**src/rtl/shutter_actuation_seq_pkg.sv**
```systemverilog
// Shared command codes and bus widths for the shutter actuation sequencer.
package shutter_actuation_seq_pkg;

    localparam int unsigned CMD_W  = 16;
    localparam int unsigned ADDR_W = 8;
    localparam int unsigned DATA_W = 40;
    localparam int unsigned N_CHAN = 4;

    localparam logic [CMD_W-1:0] C_SET_SHUTTER_PULSE_DUTY = 16'h0041;
    localparam logic [CMD_W-1:0] C_SET_SHUTTER_HOLD_DUTY  = 16'h0042;
    localparam logic [CMD_W-1:0] C_SET_SHUTTER_PULSE_TIME = 16'h0043;
    localparam logic [CMD_W-1:0] C_SHUTTER_MOVE           = 16'h0044;
    localparam logic [CMD_W-1:0] C_SHUTTER_RELEASE        = 16'h0045;

endpackage

```
**src/rtl/shutter_chan_fsm.sv**
```systemverilog
// One shutter channel: kick pulse, hold duty, dead time on direction reversal.
module shutter_chan_fsm #(
    parameter int unsigned CLK_PER_TICK = 38000,
    parameter int unsigned DUTY_WIDTH   = 12,
    parameter int unsigned TIME_WIDTH   = 16,
    parameter int unsigned DEAD_CYCLES  = 38
) (
    input  logic                  clk,
    input  logic                  reset,
    input  logic                  em_stop,
    input  logic                  wr_pulse_duty,
    input  logic                  wr_hold_duty,
    input  logic                  wr_pulse_time,
    input  logic [DUTY_WIDTH-1:0] cfg_duty,
    input  logic [TIME_WIDTH-1:0] cfg_time,
    input  logic                  move,
    input  logic                  move_dir,
    input  logic                  release_cmd,
    output logic [DUTY_WIDTH-1:0] duty,
    output logic                  phase,
    output logic                  busy
);

    localparam int unsigned PRESC_W = (CLK_PER_TICK > 1) ? $clog2(CLK_PER_TICK) : 1;
    localparam int unsigned DEAD_W  = (DEAD_CYCLES > 1) ? $clog2(DEAD_CYCLES + 1) : 1;
    localparam int unsigned CNT_W   = (TIME_WIDTH > DEAD_W) ? TIME_WIDTH : DEAD_W;
    localparam logic [PRESC_W-1:0] PRESC_LOAD = PRESC_W'(CLK_PER_TICK - 1);
    localparam logic [CNT_W-1:0]   DEAD_LOAD  = CNT_W'(DEAD_CYCLES - 1);
    localparam logic               HAS_DEAD   = (DEAD_CYCLES != 0);

    typedef enum logic [1:0] {S_IDLE, S_DEAD, S_PULSE, S_HOLD} state_t;

    state_t                state;
    logic [DUTY_WIDTH-1:0] pulse_duty_r;
    logic [DUTY_WIDTH-1:0] hold_duty_r;
    logic [TIME_WIDTH-1:0] pulse_time_r;
    logic [PRESC_W-1:0]    presc;
    logic [CNT_W-1:0]      cnt;
    logic                  dir_r;

    state_t                entry_state_c;
    logic [DUTY_WIDTH-1:0] entry_duty_c;
    state_t                end_state_c;
    logic [DUTY_WIDTH-1:0] end_duty_c;

    // Where a pulse start lands: PULSE, or straight to the hold decision for zero ticks.
    always_comb begin
        end_state_c   = S_IDLE;
        end_duty_c    = '0;
        if (hold_duty_r != '0) begin
            end_state_c = S_HOLD;
            end_duty_c  = hold_duty_r;
        end
        entry_state_c = end_state_c;
        entry_duty_c  = end_duty_c;
        if (pulse_time_r != '0) begin
            entry_state_c = S_PULSE;
            entry_duty_c  = pulse_duty_r;
        end
    end

    // Channel sequencer with config registers; stop and release take priority over moves.
    always_ff @(posedge clk or posedge reset) begin
        if (reset) begin
            state        <= S_IDLE;
            pulse_duty_r <= '0;
            hold_duty_r  <= '0;
            pulse_time_r <= '0;
            presc        <= '0;
            cnt          <= '0;
            dir_r        <= 1'b0;
            duty         <= '0;
            phase        <= 1'b0;
            busy         <= 1'b0;
        end else begin
            if (wr_pulse_duty) pulse_duty_r <= cfg_duty;
            if (wr_hold_duty)  hold_duty_r  <= cfg_duty;
            if (wr_pulse_time) pulse_time_r <= cfg_time;

            if (em_stop || release_cmd) begin
                state <= S_IDLE;
                duty  <= '0;
                busy  <= 1'b0;
            end else if (move) begin
                if (HAS_DEAD && (move_dir != phase) && (duty != '0)) begin
                    state <= S_DEAD;
                    duty  <= '0;
                    busy  <= 1'b1;
                    dir_r <= move_dir;
                    cnt   <= DEAD_LOAD;
                end else begin
                    phase <= move_dir;
                    state <= entry_state_c;
                    duty  <= entry_duty_c;
                    busy  <= (entry_state_c == S_PULSE);
                    cnt   <= CNT_W'(pulse_time_r);
                    presc <= PRESC_LOAD;
                end
            end else begin
                case (state)
                    S_DEAD: begin
                        if (cnt == '0) begin
                            phase <= dir_r;
                            state <= entry_state_c;
                            duty  <= entry_duty_c;
                            busy  <= (entry_state_c == S_PULSE);
                            cnt   <= CNT_W'(pulse_time_r);
                            presc <= PRESC_LOAD;
                        end else begin
                            cnt <= cnt - CNT_W'(1);
                        end
                    end
                    S_PULSE: begin
                        if (wr_pulse_duty) duty <= cfg_duty;
                        if (presc == '0) begin
                            presc <= PRESC_LOAD;
                            if (cnt <= CNT_W'(1)) begin
                                cnt   <= '0;
                                state <= end_state_c;
                                duty  <= end_duty_c;
                                busy  <= 1'b0;
                            end else begin
                                cnt <= cnt - CNT_W'(1);
                            end
                        end else begin
                            presc <= presc - PRESC_W'(1);
                        end
                    end
                    S_HOLD: begin
                        if (wr_hold_duty) duty <= cfg_duty;
                    end
                    default: ;
                endcase
            end
        end
    end

endmodule

```
**src/rtl/shutter_actuation_seq.sv**
```systemverilog
// Four-channel shutter kick/hold sequencer: SPI command decode feeding per-channel FSMs.
module shutter_actuation_seq
    import shutter_actuation_seq_pkg::*;
#(
    parameter logic [7:0]  DEV_ID       = 8'd0,
    parameter int unsigned CLK_PER_TICK = 38000,
    parameter int unsigned DUTY_WIDTH   = 12,
    parameter int unsigned TIME_WIDTH   = 16,
    parameter int unsigned DEAD_CYCLES  = 38
) (
    input  logic                  clk,
    input  logic                  reset,
    input  logic [CMD_W-1:0]      spi_cmd_r,
    input  logic [ADDR_W-1:0]     spi_addr_r,
    input  logic [DATA_W-1:0]     spi_data_r,
    input  logic                  spi_data_valid_r,
    input  logic                  EM_STOP,
    output logic [DUTY_WIDTH-1:0] duty_1,
    output logic [DUTY_WIDTH-1:0] duty_2,
    output logic [DUTY_WIDTH-1:0] duty_3,
    output logic [DUTY_WIDTH-1:0] duty_4,
    output logic                  phase_1,
    output logic                  phase_2,
    output logic                  phase_3,
    output logic                  phase_4,
    output logic [N_CHAN-1:0]     busy
);

    logic                  hit_c;
    logic [1:0]            cfg_ch_c;
    logic [1:0]            mv_ch_c;
    logic                  unused_data_c;
    logic [DUTY_WIDTH-1:0] duty_a [N_CHAN];
    logic [N_CHAN-1:0]     phase_a;

    assign hit_c         = spi_data_valid_r && (spi_addr_r == DEV_ID);
    assign cfg_ch_c      = spi_data_r[17:16];
    assign mv_ch_c       = spi_data_r[2:1];
    assign unused_data_c = ^spi_data_r[DATA_W-1:18];

    // Per-channel write enables and sequencer instances.
    for (genvar n = 0; n < N_CHAN; n++) begin : g_chan
        logic cfg_sel_c;
        logic mv_sel_c;
        assign cfg_sel_c = hit_c && (cfg_ch_c == 2'(n));
        assign mv_sel_c  = hit_c && (mv_ch_c == 2'(n));

        shutter_chan_fsm #(
            .CLK_PER_TICK (CLK_PER_TICK),
            .DUTY_WIDTH   (DUTY_WIDTH),
            .TIME_WIDTH   (TIME_WIDTH),
            .DEAD_CYCLES  (DEAD_CYCLES)
        ) u_chan (
            .clk           (clk),
            .reset         (reset),
            .em_stop       (EM_STOP),
            .wr_pulse_duty (cfg_sel_c && (spi_cmd_r == C_SET_SHUTTER_PULSE_DUTY)),
            .wr_hold_duty  (cfg_sel_c && (spi_cmd_r == C_SET_SHUTTER_HOLD_DUTY)),
            .wr_pulse_time (cfg_sel_c && (spi_cmd_r == C_SET_SHUTTER_PULSE_TIME)),
            .cfg_duty      (spi_data_r[DUTY_WIDTH-1:0]),
            .cfg_time      (spi_data_r[TIME_WIDTH-1:0]),
            .move          (mv_sel_c && (spi_cmd_r == C_SHUTTER_MOVE)),
            .move_dir      (spi_data_r[0]),
            .release_cmd   (mv_sel_c && (spi_cmd_r == C_SHUTTER_RELEASE)),
            .duty          (duty_a[n]),
            .phase         (phase_a[n]),
            .busy          (busy[n])
        );
    end

    assign duty_1  = duty_a[0];
    assign duty_2  = duty_a[1];
    assign duty_3  = duty_a[2];
    assign duty_4  = duty_a[3];
    assign phase_1 = phase_a[0];
    assign phase_2 = phase_a[1];
    assign phase_3 = phase_a[2];
    assign phase_4 = phase_a[3];

endmodule

```
**config.mk**
```make
export PLATFORM = sky130hd
export DESIGN_NAME = shutter_actuation_seq
export DESIGN_NICKNAME = d
export VERILOG_FILES = /design/src/rtl/shutter_actuation_seq_pkg.sv /design/src/rtl/shutter_chan_fsm.sv /design/src/rtl/shutter_actuation_seq.sv
export SDC_FILE = /design/constraint.sdc
export NUM_CORES = 1
export LEC_CHECK = 0
export ABC_AREA = 1
export CAP_MARGIN = 10
export CORE_MARGIN = 2
export CORE_UTILIZATION = 25
export DETAILED_ROUTE_END_ITERATION = 16
export PLACE_DENSITY = 0.46
export SLEW_MARGIN = 20
export SYNTH_ARGS = -nofsm -noshare
export SYNTH_HDL_FRONTEND = slang
export SYNTH_HIERARCHICAL = 1
export SYNTH_SLANG_ARGS = --single-unit
```
**constraint.sdc**
```tcl
create_clock -name clk -period 2.6 [get_ports clk]
set_clock_uncertainty 0.05 [all_clocks]
set_input_delay 0.26 -clock clk [delete_from_list [all_inputs] [get_ports clk]]
set_output_delay 0.26 -clock clk [all_outputs]
set_load 0.01 [all_outputs]
```
==> impl_results.md <==
* Die Y at 311.3 microns
* Worst Reg2Reg Path Length in Cells at 10
* EDFF count, synth at 0
* Netlist cell types at 41
* Total Power at 0.02795 W
* Die area at 96900 sq um
* Clock Pin Slew Worst Setup and Hold Paths at 0.06 ns
* CTS buffer count at 45
* Final Max Slew Viols at 0
* Worst Path Required at 3.01 ns
* Fraction of layout cells with a size suffix above 1 at 10.87%
* Final hold vios at 0
* Max FO, Critical Path at 16
* Grt total ovfl at 0
* CP Launch Type: input pin
* Rel. slew slack at 51.57%
* Post-synthesis sequential area ratio at 37.74%
* DR DRC count at 0
* Skew-Pair Late Insertion Delay at 0.59 ns
* Syn avg cell area at 6.594 sq um
* Pin count of the biggest net entering global routing at 90
* RSZ-0062 raised after global routing: no
* Top_reg_cell synth: dfrtp_1
* Top-area cell type share of the netlist area at 37.74%
* 1st-pass router iterations at 5
* Reg2reg end: g_chan[1].u_chan/cnt[12]
* Final WL at 80.49 mm
* Avg WL per Cell at 15.75 microns
* Cts repair resizes at 0
* Worst reg2reg setup slack at 0.46 ns
* Starting Density at 25.26%
* # setup viols final at 0
* Worst-margin pin slew at 0.7242 ns
* Placement Cell Area at 27640 sq um
* Num rows at 112
* Dominant cell by count in the synthesized netlist: nand2_1
* Port buffer count at 101
* Synth area leader: dfrtp_1
* Max-Cap Viols at 0
* Postcts setup bufs at 0
* Initial antenna violation count at 1
* Crit path capture type: register
* Slowest stage delay, CP at 0.50 ns
* Worst-case clock buffer depth at 3
* Period utilization at 89.74%
* Filler cell count at 10320
* CTS tree: done
* Hold_ws at 0.1650 ns
* Commonest cells post-synth: 1040 x nand2_1, 597 x nor2_1, 356 x dfrtp_1
* VDD IR-drop max at 0.5421 mV
* Vias in the first global route at 22070
* P_leak at 14.37 nW
* Total track usage at 16.45%
* Synth async-reset ratio at 100.0%
* H-tree level count at 2
* Routed via count at 23100
* Fin crit period at 2.333 ns
* Post-Syn Nets at 3676
* Post-synthesis register bit count at 356
* DRT iter0 DRCs at 1535
* Routed vias/inst at 4.520
* Floorplan core area at 93470 sq um
* CP Capture Point: g_chan[2].u_chan/presc[2]
* PD cells at 960.8 nW/um^2
* Crit-path slowest cell: nor2_1
* Antenna Violating Nets Remaining at 0
* Area grow syn2layout at 23.21%
* Fmax at 0.4286 GHz
* Nets at 3921
* First-pass GRT wire length at 128.0 mm
* CP Data Arrival Time at 2.75 ns
* Final Wtd Congestion at 0.8488
* CP Launch Point: spi_addr_r[5]
* Synth Warn # at 6
* Die W at 311.3 microns
* Crit Path Class: in2reg
* Post-synthesis cell area at 23610 sq um
* Most used cell, CP: nand2_1
* Status: completed
* Min-delay worst type: in2reg
* Worst path cell trace: clkdlybuf4s50_1, nor2_1, nand2_1, nor2_8, nand3_1, buf_4, nor2_1, nor2_1, a21boi_1, nand2_1, nor2_4, buf_12, nand2_1, nand2_1, nand3_1
* Dpl hpwl at 57.31 mm
* CTS Root Cell: clkbuf_16
* I/O Pins at 124
* Clk sinks at 356
* Post-Syn Instances at 3580
* Synth area leaders: dfrtp_1 38%, nand2_1 17%, nor2_1 9.5%
* Reg-to-reg critical path startpoint: g_chan[1].u_chan/cnt[6]
* Final Cell Area at 29090 sq um
* # hold bufs at CTS at 0
critical path: cells and delay by family:
kind                   cells  cell delay (ns)
AO/OA/AOI/OAI              1             0.34
buffers and inverters      3             0.75
AND/OR/NAND/NOR           11             1.37
where the power goes:
part	internal (W)	leakage (nW)	switching, W
Combinational	0.00533	9.68	0.00825
Clock	0.00371	0.709	0.00259
Sequential	0.00668	3.97	0.00140
cells by family after synthesis:
kind of cell    synth area share, %
compound gates                11.22
xor+xnor                      1.855
fa+ha+maj                     1.484
buf+inv                       8.740
flops                         37.74
mux                          0.9805
simple gates                  37.98
routing by layer:
layer	part of all wire, %	GRT usage (%)	up-vias
li1	-	-	11870
met1	49	23.16	10750
met2	45	26.20	399
met3	4.4	2.596	83
met4	1.9	4.139	0
met5	0	0	-
stage by stage:
stage / cells / worst slack [ns] / utilization [%] / TNS (ns)
finish: 5111 / 0.2667 / 31.12 / 0
detailed placement: 5032 / -0.3300 / 29.57 / -31.81
CTS: 5109 / 0.3128 / 31.11 / 0
global placement: 5032 / -0.3751 / 29.57 / -39.86
floorplan: 3580 / 0.4850 / - / 0
global route: 5109 / 0.03598 / 31.11 / 0
worst min-delay path by stage:
stage                             from                               end  cells after the start
3_3_place_gp   g_chan[3].u_chan/cnt[1]           g_chan[3].u_chan/cnt[1]                      2
4_1_cts                  spi_data_r[0]            g_chan[3].u_chan/dir_r                      3
2_1_floorplan           spi_data_r[11]  g_chan[0].u_chan/hold_duty_r[11]                      2
5_1_grt                  spi_data_r[0]            g_chan[3].u_chan/dir_r                      3
3_5_place_dp   g_chan[3].u_chan/cnt[1]           g_chan[3].u_chan/cnt[1]                      2
6_report                 spi_data_r[0]            g_chan[3].u_chan/dir_r                      3
area by class of cell:
type	count	area [sq um]	area share (%)
multi-input combinational	2727	12640	43.46
sequential	356	8909	30.63
timing repair buffer	336	3158	10.86
tap	1254	1569	5.394
inverter	359	1363	4.685
clock buffer	65	1324	4.551
clock inverter	12	118.9	0.4087
antenna	2	5.005	0.01721
sequential cells by signal, summed over array words and instances, names as in the netlist:
name	flops
g_chan.u_chan/cnt	64
g_chan.u_chan/presc	64
g_chan.u_chan/pulse_time_r	64
g_chan.u_chan/duty	48
g_chan.u_chan/hold_duty_r	48
g_chan.u_chan/pulse_duty_r	48
g_chan.u_chan/state	8
g_chan.u_chan/busy	4
g_chan.u_chan/dir_r	4
g_chan.u_chan/phase	4
cell usage in the layout, fill, tap and decap left out, types with 13 or more instances in the layout:
| cell type | netlist | final |
|---|---|---|
| a21oi_1 | 162 | 162 |
| buf_12 | 0 | 31 |
| buf_4 | 13 | 204 |
| clkbuf_16 | 0 | 47 |
| clkdlybuf4s50_1 | 0 | 100 |
| dfrtp_1 | 356 | 356 |
| ha_1 | 28 | 28 |
| inv_1 | 350 | 346 |
| mux2_2 | 17 | 17 |
| nand2_1 | 1040 | 1040 |
| nand2_2 | 22 | 22 |
| nand3_1 | 333 | 333 |
| nand4_1 | 39 | 39 |
| nor2_1 | 597 | 595 |
| nor2_2 | 26 | 28 |
| nor2_4 | 14 | 14 |
| nor3_1 | 24 | 24 |
| o21ai_0 | 248 | 248 |
| o21ai_1 | 20 | 20 |
| o21bai_1 | 46 | 46 |
| xnor2_1 | 13 | 13 |
| xor2_1 | 37 | 37 |
No activity file was read; power rests on OpenSTA's default activity.
